==> config.mk <==
export PLATFORM = sky130hd
export DESIGN_NAME = reg_bank_param
export DESIGN_NICKNAME = d
export VERILOG_FILES = /design/src/rtl/reg_bank_pkg.sv /design/src/rtl/reg_bank_scoreboard.sv /design/src/rtl/reg_bank_param.sv
export SDC_FILE = /design/constraint.sdc
export NUM_CORES = 1
export LEC_CHECK = 0
export ABC_CLOCK_PERIOD_IN_PS = 3430
export CORE_MARGIN = 2
export CORE_UTILIZATION = 40
export DETAILED_ROUTE_END_ITERATION = 8
export GPL_ROUTABILITY_DRIVEN = 0
export PLACE_DENSITY = 0.58
export SYNTH_ARGS = -nofsm -noshare
export SYNTH_HDL_FRONTEND = slang
export SYNTH_SLANG_ARGS = --single-unit
==> constraint.sdc <==
create_clock -name clk -period 3.43 [get_ports clk]
set_clock_uncertainty 0.1 [all_clocks]
set_input_delay 1.029 -clock clk [delete_from_list [all_inputs] [get_ports clk]]
set_output_delay 1.029 -clock clk [all_outputs]
set_load 0.01 [all_outputs]
==> src/rtl/reg_bank_pkg.sv <==
// rtl/reg_bank_pkg.sv - shared constants, word types and sizing helper for the register bank
package reg_bank_pkg;

  localparam int DATA_W_DEF = 8;
  localparam int ADDR_W_DEF = 3;

  typedef logic [ADDR_W_DEF-1:0] addr_t;
  typedef logic [DATA_W_DEF-1:0] data_t;

  // Register count for a given address width
  function automatic int nregs(input int addr_w);
    return 1 << addr_w;
  endfunction

endpackage

==> src/rtl/reg_bank_scoreboard.sv <==
// rtl/reg_bank_scoreboard.sv - per-register pending bits with stall outputs (option: REG_BANK_BYPASS_EN)
module reg_bank_scoreboard
  import reg_bank_pkg::*;
#(
  parameter int ADDR_W   = ADDR_W_DEF,
  parameter int ZERO_REG = 1
) (
  input  logic              clk,
  input  logic              rst,
  input  logic              wr_en,
  input  logic [ADDR_W-1:0] wa3,
  input  logic              busy_set,
  input  logic [ADDR_W-1:0] busy_wa,
  input  logic [ADDR_W-1:0] ra1,
  input  logic [ADDR_W-1:0] ra2,
  output logic              busy1,
  output logic              busy2,
  output logic              stall
);

  localparam int NREGS = nregs(ADDR_W);

  logic [NREGS-1:0] pend;
  logic [NREGS-1:0] pend_nxt;
  logic             set_en;

  // Register 0 never becomes pending when it is hardwired to zero
  assign set_en = busy_set && ((ZERO_REG == 0) || (busy_wa != '0));

  // Retiring write clears its bit; a new issue to the same register wins
  always_comb begin
    pend_nxt = pend;
    if (wr_en) pend_nxt[wa3] = 1'b0;
    if (set_en) pend_nxt[busy_wa] = 1'b1;
  end

  // Pending-bit state with synchronous clear
  always_ff @(posedge clk) begin
    if (rst) pend <= '0;
    else     pend <= pend_nxt;
  end

  // Port status; a forwarded port is not stalled unless a new op reissues it
  always_comb begin
`ifdef REG_BANK_BYPASS_EN
    busy1 = pend[ra1] & ~(wr_en & (ra1 == wa3) & ~(set_en & (busy_wa == ra1)));
    busy2 = pend[ra2] & ~(wr_en & (ra2 == wa3) & ~(set_en & (busy_wa == ra2)));
`else
    busy1 = pend[ra1];
    busy2 = pend[ra2];
`endif
    stall = busy1 | busy2;
  end

endmodule

==> src/rtl/reg_bank_param.sv <==
// rtl/reg_bank_param.sv - parametrised register bank, one write and two read ports, pending scoreboard (option: REG_BANK_BYPASS_EN)
module reg_bank_param
  import reg_bank_pkg::*;
#(
  parameter int DATA_W   = DATA_W_DEF,
  parameter int ADDR_W   = ADDR_W_DEF,
  parameter int ZERO_REG = 1
) (
  input  logic              clk,
  input  logic              rst,
  input  logic              we3,
  input  logic [ADDR_W-1:0] wa3,
  input  logic [DATA_W-1:0] wd3,
  input  logic [ADDR_W-1:0] ra1,
  input  logic [ADDR_W-1:0] ra2,
  output logic [DATA_W-1:0] rd1,
  output logic [DATA_W-1:0] rd2,
  input  logic              busy_set,
  input  logic [ADDR_W-1:0] busy_wa,
  output logic              busy1,
  output logic              busy2,
  output logic              stall
);

  localparam int NREGS = nregs(ADDR_W);

  logic [DATA_W-1:0] regs [NREGS];
  logic              wr_en;

  // Writes to register 0 are dropped when it is hardwired to zero
  assign wr_en = we3 && ((ZERO_REG == 0) || (wa3 != '0));

  // Storage array with synchronous clear
  always_ff @(posedge clk) begin
    if (rst) begin
      for (int i = 0; i < NREGS; i++) regs[i] <= '0;
    end else if (wr_en) begin
      regs[wa3] <= wd3;
    end
  end

  // Asynchronous read muxes, register 0 masked, optional write-through
  always_comb begin
    rd1 = regs[ra1];
    rd2 = regs[ra2];
    if ((ZERO_REG != 0) && (ra1 == '0)) rd1 = '0;
    if ((ZERO_REG != 0) && (ra2 == '0)) rd2 = '0;
`ifdef REG_BANK_BYPASS_EN
    if (wr_en && (ra1 == wa3)) rd1 = wd3;
    if (wr_en && (ra2 == wa3)) rd2 = wd3;
`endif
  end

  reg_bank_scoreboard #(
    .ADDR_W   (ADDR_W),
    .ZERO_REG (ZERO_REG)
  ) u_scoreboard (
    .clk      (clk),
    .rst      (rst),
    .wr_en    (wr_en),
    .wa3      (wa3),
    .busy_set (busy_set),
    .busy_wa  (busy_wa),
    .ra1      (ra1),
    .ra2      (ra2),
    .busy1    (busy1),
    .busy2    (busy2),
    .stall    (stall)
  );

endmodule

# After elaboration in Yosys (flattened, before gate mapping)
# Memory sizes are Yosys's and may differ from the RTL's.
# Cells that the tools add are included.
# word_totals
ram_bits	64
romBits	0
latchBits	0
mem_count	1
reg_bits	8
in_bits	24
elab_cells	41
# mem_list
memory	words	width	rd	rd_clocked_by_memory_dff	wr	line	text
regs	8	8	2	0	8	reg_bank_param.sv:27	logic [DATA_W-1:0] regs [NREGS];
# op_classes
eq_ne	0
n_shift	0
multipliers	0
n_div	0
order_cmp	6
add_sub_neg	0
muxes	20
reduce_logical	9
bitwise	4
# op_table
operator	n
$mux W8	5
$lt A3 B4 Y1 const B	4
$mux W1	10
$and A8 B8 Y8	1
$not A8 Y8	1
$or A8 B8 Y8	1
$reduce_or A8 Y1	1
$bmux W1 S3	2
$demux W1 S3	2
$ge A3 B1 Y1 const B	2
$logic_not A3 Y1	2
$reduce_bool A3 Y1	2
$logic_and A1 B1 Y1	4
$mux W3	1
$or A1 B1 Y1	1

# Longest topological paths before layout
# Gate-level depths: netlist (run 1).
# logic_depth
ltp_word	9
mapped_depth	5

# Cells and area by module
# A second synthesis (run 1) with hierarchy kept.
# hier_totals
cells_unflattened	290
area_unflattened_um2	3642.2
# by_module_without_submodules
mod	n_inst	area_each_um2	cells_per_inst	seq_area_each_um2
reg_bank_param	1	3179.3	242	1681.6
reg_bank_scoreboard	1	462.9	48	160.2

# Least setup slack after synthesis (run 1)
# Ideal clock, no wire load.
# synth_path
kind	input to output
startpoint	in ra2[0]
endpoint	out stall
cell_stages	4
arrival_ns	2.233
path_slack_ns	0.068
cell_sequence	buf_6 > mux4_1 > mux2_2 > or2_1
# synth_via
elab_chain_cells	3
# synth_rtl
element	line	text
start, declared	reg_bank_param.sv:15	input logic [ADDR_W-1:0] ra2,
$bmux W1 S3	reg_bank_scoreboard.sv:50	busy2 = pend[ra2];
$mux W1 (not written as such)	reg_bank_scoreboard.sv:50	
net busy2	reg_bank_param.sv:21	output logic busy2,
$or A1 B1 Y1	reg_bank_scoreboard.sv:52	stall = busy1 | busy2;
end, declared	reg_bank_param.sv:22	output logic stall
# The timed path passes the listed nets, and every way through them passes these cells. The select of a mux whose other input is x is not followed.

# Final worst setup path (run 1)
# layout_path
startpoint	in ra2[1]
endpoint	out rd2[3]
# layout_via
elab_chain_cells	2
# layout_rtl
element	line	text
$mem_v2 Z8 W8 / $logic_not A3 Y1 (equally long branches)	n/a	
$mux W8 (*)	reg_bank_param.sv:47	if ((ZERO_REG != 0) && (ra2 == '0)) rd2 = '0;
end, declared	reg_bank_param.sv:17	output logic [DATA_W-1:0] rd2,
# Every way passes the cells marked *; elsewhere a longest branch is shown, timed or not.

==> results.py, run 1 <==
metrics = {
    "synth": {
        "syn_avg_cell_area_sq_um": 12.9,
        "synthesis.instances": 272,
        "yosysSeqAreaShare": 0.523,
        "ys_seq_elements": 64,
        "synth_cell_types": 33,
        "synthesis.nets": 296,
        "syn_area_sq_mm": 0.00352,
        "yosysWarningCount": 0,
    },
    "route": {
        "vias": 2469,
        "drtPass1Iterations": 5,
        "routed_wl_um": 9270,
        "drc": 0,
        "wire_per_inst_um": 20.4,
        "drt_iter0_drc": 146,
        "via_per_inst": 5.43,
        "ant_nets": 0,
    },
    "worst_setup_path": {
        "crit_path_start_kind": "primary input",
        "r2r_slack_ns": 2.70,
        "path_cells": "buf_2 > bufbuf_16 > nor2b_2 > buf_4 > a221oi_4 > a21oi_2 > buf_2",
        "critical_path_arrival_ns": 2.25,
        "slowest_delay_ns": 0.30,
        "r2r.worst_path.cells": 2,
        "cp.required_ns": 2.30,
        "cp_max_fo": 7,
        "slowest_stage": "a221oi_4",
        "crit_type": "primary input to output port",
        "end_kind": "output port",
        "r2r-end": "u_scoreboard.pend[7]",
        "rr_startpoint": "u_scoreboard.pend[7]",
        "critPathMostFrequentCell": "buf_2",
    },
    "clock_network": {
        "clockBufferDepth": 2,
        "cts_made_buffers": 9,
        "cts_tree": "built",
        "clk_latency_ns": 0.34,
        "cts_sinks": 64,
        "clk_pin_slew_ns": 0.07,
        "cts_hold_buf": 0,
        "htree_levels": 3,
        "root_buffer": "clkbuf_8",
    },
    "placement": {
        "post-place-cells": 434,
        "io_buffers": 42,
        "dp_hpwl_um": 6390,
        "place_area_sq_mm": 0.00424,
    },
    "layout": {
        "fin_util": 0.535,
        "multi_input_area_sq_mm": 0.00166,
        "register_area_sq_mm": 0.00184,
        "antenna_cells": 0,
        "area_growth_syn_to_layout_pct": 31.4,
        "layout-drive-gt1-share": 0.323,
        "fin_nets": 366,
        "fillers": 747,
        "postLayoutCellArea_sq_mm": 0.00462,
        "final_cells": 455,
        "final_cell_mix": "and2_1, edfxtp_1, buf_4, clkdlybuf4s50_1, inv_1",
    },
    "grt": {
        "grt_pass1_vias": 2493,
        "grt_antenna_before_repair": 0,
        "grt_overflow": 0,
        "grt_usage": 0.199,
        "grt_pass1_wl_um": 14200,
        "grt_max_degree": 17,
    },
    "min_path": {
        "hold_class": "register to register",
        "whs_endpoint": "u_scoreboard.pend[6]",
        "min_from": "u_scoreboard.pend[6]",
        "hold_path_depth": 2,
    },
    "timing": {
        "setup_violations": 0,
        "min_period_ns": 3.38,
        "tns_ns": 0,
        "timing_hold_violations_final": 0,
        "rsz0062_at_grt": "yes",
        "hold_ws_ns": 0.386,
        "max_slew_margin": 0.745,
        "worst_pin_slew_ns": 0.382,
        "drv_slew": 0,
        "max_freq_ghz": 0.296,
        "period_share": 0.986,
    },
    "pwr": {
        "power_density_mw_per_mm2": 412,
        "leakage_nw": 1.78,
        "ir_drop_uv": 200,
    },
    "floorplanning": {
        "design.core.area_sq_mm": 0.00864,
        "start_util": 0.408,
        "dieWidth_um": 97.8,
        "dieArea_sq_mm": 0.00957,
        "dieHeight_um": 97.8,
        "fp-row-count": 34,
        "io_pins": 43,
    },
    "job": {
        "max_cap_violations": 0,
    },
    "outcome": {
        "status": "completed",
    },
}
cell usage after synthesis (all sizes together):
cell,number,share of area
a211oi,1,0.0021
a21o,1,0.0021
a21oi,9,0.013
a221oi,7,0.017
a22o,1,0.0025
a22oi,8,0.017
a31o,2,0.0050
and2,56,0.10
buf,11,0.018
clkbuf,4,0.0043
dfxtp,8,0.046
edfxtp,56,0.48
inv,16,0.017
mux2,17,0.054
mux2i,1,0.0028
mux4,20,0.14
nand2,12,0.013
nand2b,3,0.0053
nand3,3,0.0043
nand3b,1,0.0021
nor2,8,0.0085
nor2b,6,0.011
nor3,1,0.0014
o21ai,9,0.013
o21bai,3,0.0064
o22ai,2,0.0036
o31ai,1,0.0021
o32ai,3,0.0075
or2,1,0.0018
or3b,1,0.0025
worst max path at each step:
stage	startpoint	endpoint	slack [ns]	cells past startpoint
floorplan	ra2[0]	stall	0.07	4
global placement	ra1[0]	stall	-0.80	5
detailed placement	ra1[0]	stall	-0.83	5
CTS	ra1[0]	rd1[0]	0.003	6
global route	ra2[1]	rd2[1]	0.0007	8
finish	ra2[1]	rd2[3]	0.05	7
where the power goes:
part / total (W) / switching, W / internal (W) / leakage, nW
combinational: 0.000329 / 0.000156 / 0.000173 / 1.07
clock: 0.000650 / 0.000315 / 0.000335 / 0.0952
sequential: 0.000924 / 0.0000292 / 0.000895 / 0.606
total: 0.00190 / 0.000501 / 0.00140 / 1.78
critical path, delay by kind of cell:
family	cells	cell delay, ns
buf+inv	4	0.70
simple gates	1	0.16
compound gates	2	0.36
stage by stage:
step / total power (W) / setup slack (ns)
after global placement: 0.00124 / -0.803
after global routing: 0.00197 / 0.000703
after detailed placement: 0.00124 / -0.826
final: 0.00190 / 0.0478
after CTS: 0.00190 / 0.00267
after floorplan: 0.00108 / 0.0685
cell type report:
cell class	instances	share of cell area
sequential	64	0.398
multi-input combinational	177	0.358
timing repair buffer	74	0.159
tap	108	0.0292
clock buffer	9	0.0268
clock inverter	7	0.0157
inverter	16	0.0130
timing repair:
item	in CTS	in global routing
endpoints found under the hold margin	0	0
cloned	3	0
resized for setup	91	26
pin swaps	3	4
endpoints found under the setup margin	19	13
buffers inserted	2	0
state kept, by name, indices dropped and copies added, names as in the netlist:
| name | cells |
|---|---|
| regs | 56 |
| u_scoreboard.pend | 8 |
metal layers:
layer,share of wire,vias to the layer above,track usage
li1,-,1168,-
met1,0.45,1222,0.270
met2,0.50,69,0.332
met3,0.042,10,0.0429
met4,0.012,0,0.0481
met5,0,-,0
kinds of logic after synthesis:
kind of cell    after synthesis  synth area share
flops                        64             0.523
simple gates                 92             0.149
mux                          38             0.197
compound gates               47            0.0914
buf+inv                      31            0.0395
Power figures use the tool's default switching activity.
==> run 2, diff against run 1 <==
- DONT_BUFFER_PORTS: not set -> 1
- GPL_TIMING_DRIVEN: not set -> 0
- PLACE_DENSITY: 0.58 -> 0.51
==> results.py, run 2 (synthesized netlist as in run 1, its figures left out) <==
metrics = {
    "outcome": {
        "status": "completed",
    },
    "layout": {
        "area_growth_syn_to_layout_pct": 11.3,
        "largest_reg_flops": 56,
        "fin_util": 0.454,
        "reg_top3": "regs x56, u_scoreboard.pend x8",
        "multi_input_area_sq_mm": 0.00154,
        "fillers": 794,
        "register_area_sq_mm": 0.00184,
        "final_cells": 397,
        "final_cell_mix": "and2_1, edfxtp_1, mux2_2, inv_1, nand2_1",
        "largest_register": "regs",
        "antenna_cells": 0,
        "fin_nets": 308,
        "layout-drive-gt1-share": 0.197,
    },
    "worst_setup_path": {
        "crit_path_start_kind": "primary input",
        "slowest_stage": "clkbuf_1",
        "cp_max_fo": 10,
        "end_kind": "output port",
        "crit_type": "primary input to output port",
        "cp.required_ns": 2.30,
        "slowest_delay_ns": 0.50,
        "path_cells": "buf_1 > clkbuf_1 > a221oi_1 > a21oi_1",
        "critical_path_arrival_ns": 2.28,
    },
    "floorplanning": {
        "start_util": 0.408,
        "dieArea_sq_mm": 0.00957,
        "design.core.area_sq_mm": 0.00864,
        "io_pins": 43,
        "dieHeight_um": 97.8,
        "dieWidth_um": 97.8,
        "fp-row-count": 34,
    },
    "placement": {
        "dp_hpwl_um": 6330,
        "io_buffers": 0,
        "pre_cts_slack_ns": -0.0994,
        "post-place-cells": 381,
    },
    "clock_network": {
        "clockBufferDepth": 2,
        "htree_levels": 3,
        "cts_made_buffers": 9,
        "cts_tree": "built",
        "root_buffer": "clkbuf_8",
        "cts_setup_buffers": 0,
        "cts_hold_buf": 0,
        "cts_sinks": 64,
        "clk_pin_slew_ns": 0.07,
        "clk_latency_ns": 0.34,
    },
    "route": {
        "ant_nets": 0,
        "via_per_inst": 5.71,
        "drtPass1Iterations": 4,
        "vias": 2267,
        "routed_wl_um": 9110,
        "wire_per_inst_um": 23.0,
        "drt_iter0_drc": 119,
        "drc": 0,
    },
    "timing": {
        "timing_hold_violations_final": 0,
        "min_period_ns": 3.41,
        "layout_setup_ws_ns": 0.0195,
        "setup_violations": 0,
        "rsz0062_at_grt": "yes",
        "period_share": 0.994,
        "worst_pin_slew_ns": 1.11,
        "max_slew_margin": 0.260,
        "max_freq_ghz": 0.293,
        "drv_slew": 0,
    },
    "grt": {
        "grt_antenna_before_repair": 0,
        "grt_pass1_vias": 2313,
        "grt_pass1_wl_um": 14000,
        "grt_max_degree": 12,
        "grt_overflow": 0,
        "grt_usage": 0.201,
    },
    "min_path": {
        "hold_class": "register to register",
    },
    "pwr": {
        "ir_drop_uv": 223,
        "leakage_nw": 1.42,
        "pwr-share-comb": 0.112,
        "p_seq_frac": 0.477,
        "netSwitchingFraction": 0.239,
        "finalPower_w": 0.00192,
        "intPower_w": 0.00146,
        "power_density_mw_per_mm2": 491,
        "p_switching_w": 0.000460,
        "clkPwrFrac": 0.411,
    },
    "job": {
        "max_cap_violations": 0,
    },
}
## run 2: cell types whose count changed in the layout (fill, tap and decap cells not counted), moves of 4 or more
cell / before / now
buf_4: 23 / 1
clkdlybuf4s50_1: 18 / 0
buf_2: 11 / 3
a221oi_1: 0 / 7
a21oi_1: 5 / 9
a21oi_2: 4 / 0
a221oi_4: 4 / 0
buf_12: 4 / 0
dlygate4sd2_1: 4 / 0
## run 2: worst paths after layout
kind	to	startpoint	cells past startpoint	slack, ns
worst max-delay path	rd2[6]	ra2[2]	4	0.02
worst min-delay path	u_scoreboard.pend[6]	u_scoreboard.pend[6]	2	0.38
worst max register to register	u_scoreboard.pend[7]	u_scoreboard.pend[7]	2	2.68
worst min register to register	u_scoreboard.pend[6]	u_scoreboard.pend[6]	2	0.38
## run 2: layout make-up
cell class,count,share of cell area
clock inverters,7,0.0281
plain buffers,15,0.0246
clock buffers,9,0.0316
flip-flops and latches,64,0.470
multi-input cells,177,0.394
well taps,108,0.0345
inverters,16,0.0153
repair buffers,1,0.00192
## run 2: stage by stage
stage          setup TNS (ns)  instance area (sq um)  hold slack (ns)
2_1_floorplan               0                   3520            0.335
3_3_place_gp           -0.493                   3650            0.359
3_5_place_dp           -0.641                   3670            0.365
4_1_cts                     0                   3920            0.375
5_1_grt               -0.0384                   3920            0.401
6_report                    0                   3920            0.377
## run 2: worst max-delay path: cells and delay by family
family / cells / cell delay, ns
AO/OA/AOI/OAI: 2 / 0.38
buffers and inverters: 2 / 0.87
## run 2: routing by layer
metal,GRT usage,routed length [um],share of wire,vias up
li1,-,-,-,1050
met3,0.0365,373,0.041,12
met1,0.277,4180,0.46,1136
met4,0.0759,158,0.017,0
met2,0.320,4400,0.48,69
met5,0,0,0,-
## run 2: power groups by stage
stage | clock, W | sequential [W] | combinational [W]
2_1_floorplan | 0 | 0.000925 | 0.000159
3_3_place_gp | 0 | 0.000932 | 0.000211
3_5_place_dp | 0 | 0.000935 | 0.000213
4_1_cts | 0.000798 | 0.000917 | 0.000217
5_1_grt | 0.000834 | 0.000923 | 0.000231
6_report | 0.000791 | 0.000918 | 0.000216
## run 2: what timing repair did
item                                    CTS  global route
pin swaps                                 0             0
gates resized for setup                  10             3
endpoints found under the hold margin     0             0
endpoints found under the setup margin   14             4
==> run 3, diff against run 2 <==
--- a/config.mk
+++ b/config.mk
@@ -13,5 +13,6 @@
 export GPL_ROUTABILITY_DRIVEN = 0
 export GPL_TIMING_DRIVEN = 0
-export PLACE_DENSITY = 0.51
+export PLACE_DENSITY_LB_ADDON = 0.2
+export SETUP_SLACK_MARGIN = 0.5
 export SYNTH_ARGS = -nofsm -noshare
 export SYNTH_HDL_FRONTEND = slang
--- a/constraint.sdc
+++ b/constraint.sdc
@@ -3,3 +3,3 @@
 set_input_delay 1.029 -clock clk [delete_from_list [all_inputs] [get_ports clk]]
 set_output_delay 1.029 -clock clk [all_outputs]
-set_load 0.01 [all_outputs]
+set_load 0.005 [all_outputs]
==> results.py, run 3 (synthesized netlist as in run 1, its figures left out) <==
metrics = {
    "pwr": {
        "netSwitchingFraction": 0.249,
        "p_seq_frac": 0.482,
        "pwr-share-comb": 0.143,
        "intPower_w": 0.00144,
        "ir_drop_uv": 183,
        "power_density_mw_per_mm2": 448,
        "leakage_nw": 1.52,
        "finalPower_w": 0.00191,
        "p_switching_w": 0.000476,
        "clkPwrFrac": 0.375,
    },
    "layout": {
        "reg_top3": "regs x56, u_scoreboard.pend x8",
        "fin_nets": 322,
        "largest_register": "regs",
        "final_cell_mix": "and2_1, edfxtp_1, mux4_2, mux2_2, buf_4",
        "largest_reg_flops": 56,
        "antenna_cells": 0,
        "layout-drive-gt1-share": 0.403,
        "fillers": 758,
        "area_growth_syn_to_layout_pct": 21.4,
    },
    "clock_network": {
        "clockBufferDepth": 2,
        "cts_sinks": 64,
        "cts_made_buffers": 9,
        "cts_tree": "built",
        "clk_latency_ns": 0.34,
        "root_buffer": "clkbuf_8",
        "htree_levels": 3,
        "clk_pin_slew_ns": 0.07,
        "cts_hold_buf": 0,
    },
    "worst_setup_path": {
        "crit_type": "primary input to output port",
        "path_cells": "buf_12 > mux4_2 > mux2_4 > or2_1",
        "critical_path_arrival_ns": 2.13,
        "end_kind": "output port",
        "cp_num_buf_inv": 1,
        "slowest_stage": "mux4_2",
        "cp.required_ns": 2.30,
        "crit_path_start_kind": "primary input",
        "r2r-end": "u_scoreboard.pend[2]",
        "rr_startpoint": "u_scoreboard.pend[2]",
        "r2r.worst_path.cells": 1,
        "critical_path.top_delay_family": "multiplexers",
        "r2r_slack_ns": 2.69,
        "slowest_delay_ns": 0.48,
        "cp_max_fo": 3,
    },
    "floorplanning": {
        "design.core.area_sq_mm": 0.00864,
        "dieArea_sq_mm": 0.00957,
        "io_pins": 43,
        "start_util": 0.408,
        "dieWidth_um": 97.8,
        "fp-row-count": 34,
        "dieHeight_um": 97.8,
    },
    "grt": {
        "grt_pass1_wl_um": 14100,
        "grt_usage": 0.203,
        "grt_pass1_vias": 2385,
        "grt_antenna_before_repair": 0,
        "grt_overflow": 0,
        "grt_max_degree": 13,
    },
    "placement": {
        "io_buffers": 0,
        "dp_hpwl_um": 6460,
    },
    "timing": {
        "rsz0062_at_grt": "yes",
        "max_slew_margin": 0.245,
        "hold_ws_ns": 0.383,
        "min_period_ns": 3.26,
        "period_share": 0.951,
        "drv_slew": 0,
        "worst_pin_slew_ns": 1.12,
        "setup_violations": 0,
        "tns_ns": 0,
        "timing_hold_violations_final": 0,
        "max_freq_ghz": 0.307,
    },
    "route": {
        "drc": 0,
        "drt_iter0_drc": 127,
        "via_per_inst": 5.56,
        "routed_wl_um": 9280,
        "vias": 2287,
        "ant_nets": 0,
        "wire_per_inst_um": 22.6,
        "drtPass1Iterations": 5,
    },
    "min_path": {
        "hold_path_depth": 2,
        "min_from": "u_scoreboard.pend[6]",
        "whs_endpoint": "u_scoreboard.pend[6]",
        "hold_class": "register to register",
    },
    "outcome": {
        "status": "completed",
    },
    "job": {
        "max_cap_violations": 0,
    },
}
[run 3: stage by stage]
stage	utilization	setup slack [ns]	cells	area, sq um
floorplan	-	0.174	272	3560
global placement	0.428	0.0995	380	3700
detailed placement	0.430	0.104	381	3710
CTS	0.476	0.170	406	4110
global route	0.495	0.131	411	4270
finish	0.495	0.169	411	4270
[run 3: metal layers]
layer  part of all wire  track usage
met1               0.41        0.256
met4             0.0078       0.0524
met5                  0            0
met2               0.53        0.350
met3              0.056       0.0537
[run 3: what timing repair did]
item / 4_1_cts / 5_1_grt
gates resized for setup: 42 / 35
setup endpoints to repair: 19 / 19
pin swaps: 6 / 9
setup buffers: 9 / 5
[run 3: how the worst max path moves through the flow]
| stage | slack (ns) | cells past startpoint | endpoint | from |
|---|---|---|---|---|
| 2_1_floorplan | 0.17 | 4 | stall | ra2[0] |
| 3_3_place_gp | 0.1 | 4 | stall | ra2[0] |
| 3_5_place_dp | 0.10 | 4 | stall | ra2[0] |
| 4_1_cts | 0.17 | 4 | stall | ra1[0] |
| 5_1_grt | 0.13 | 4 | stall | ra1[0] |
| 6_report | 0.17 | 4 | stall | ra1[0] |
[run 3: layout make-up]
cell class | instances | area (sq um) | share of cell area
Multi-Input combinational cell | 177 | 1700 | 0.398
Sequential cell | 64 | 1840 | 0.431
Buffer | 15 | 171 | 0.0401
Timing Repair Buffer | 15 | 145 | 0.0340
Inverter | 16 | 60.1 | 0.0141
Clock inverter | 7 | 96.3 | 0.0225
Tap cell | 108 | 135 | 0.0316
Clock buffer | 9 | 124 | 0.0290
[run 3: power by group through the flow]
stage / registers [W] / clock network, W / logic [W]
floorplan: 0.000925 / 0 / 0.000159
global placement: 0.000931 / 0 / 0.000209
detailed placement: 0.000936 / 0 / 0.000213
CTS: 0.000921 / 0.000734 / 0.000247
global route: 0.000926 / 0.000760 / 0.000291
finish: 0.000922 / 0.000718 / 0.000273
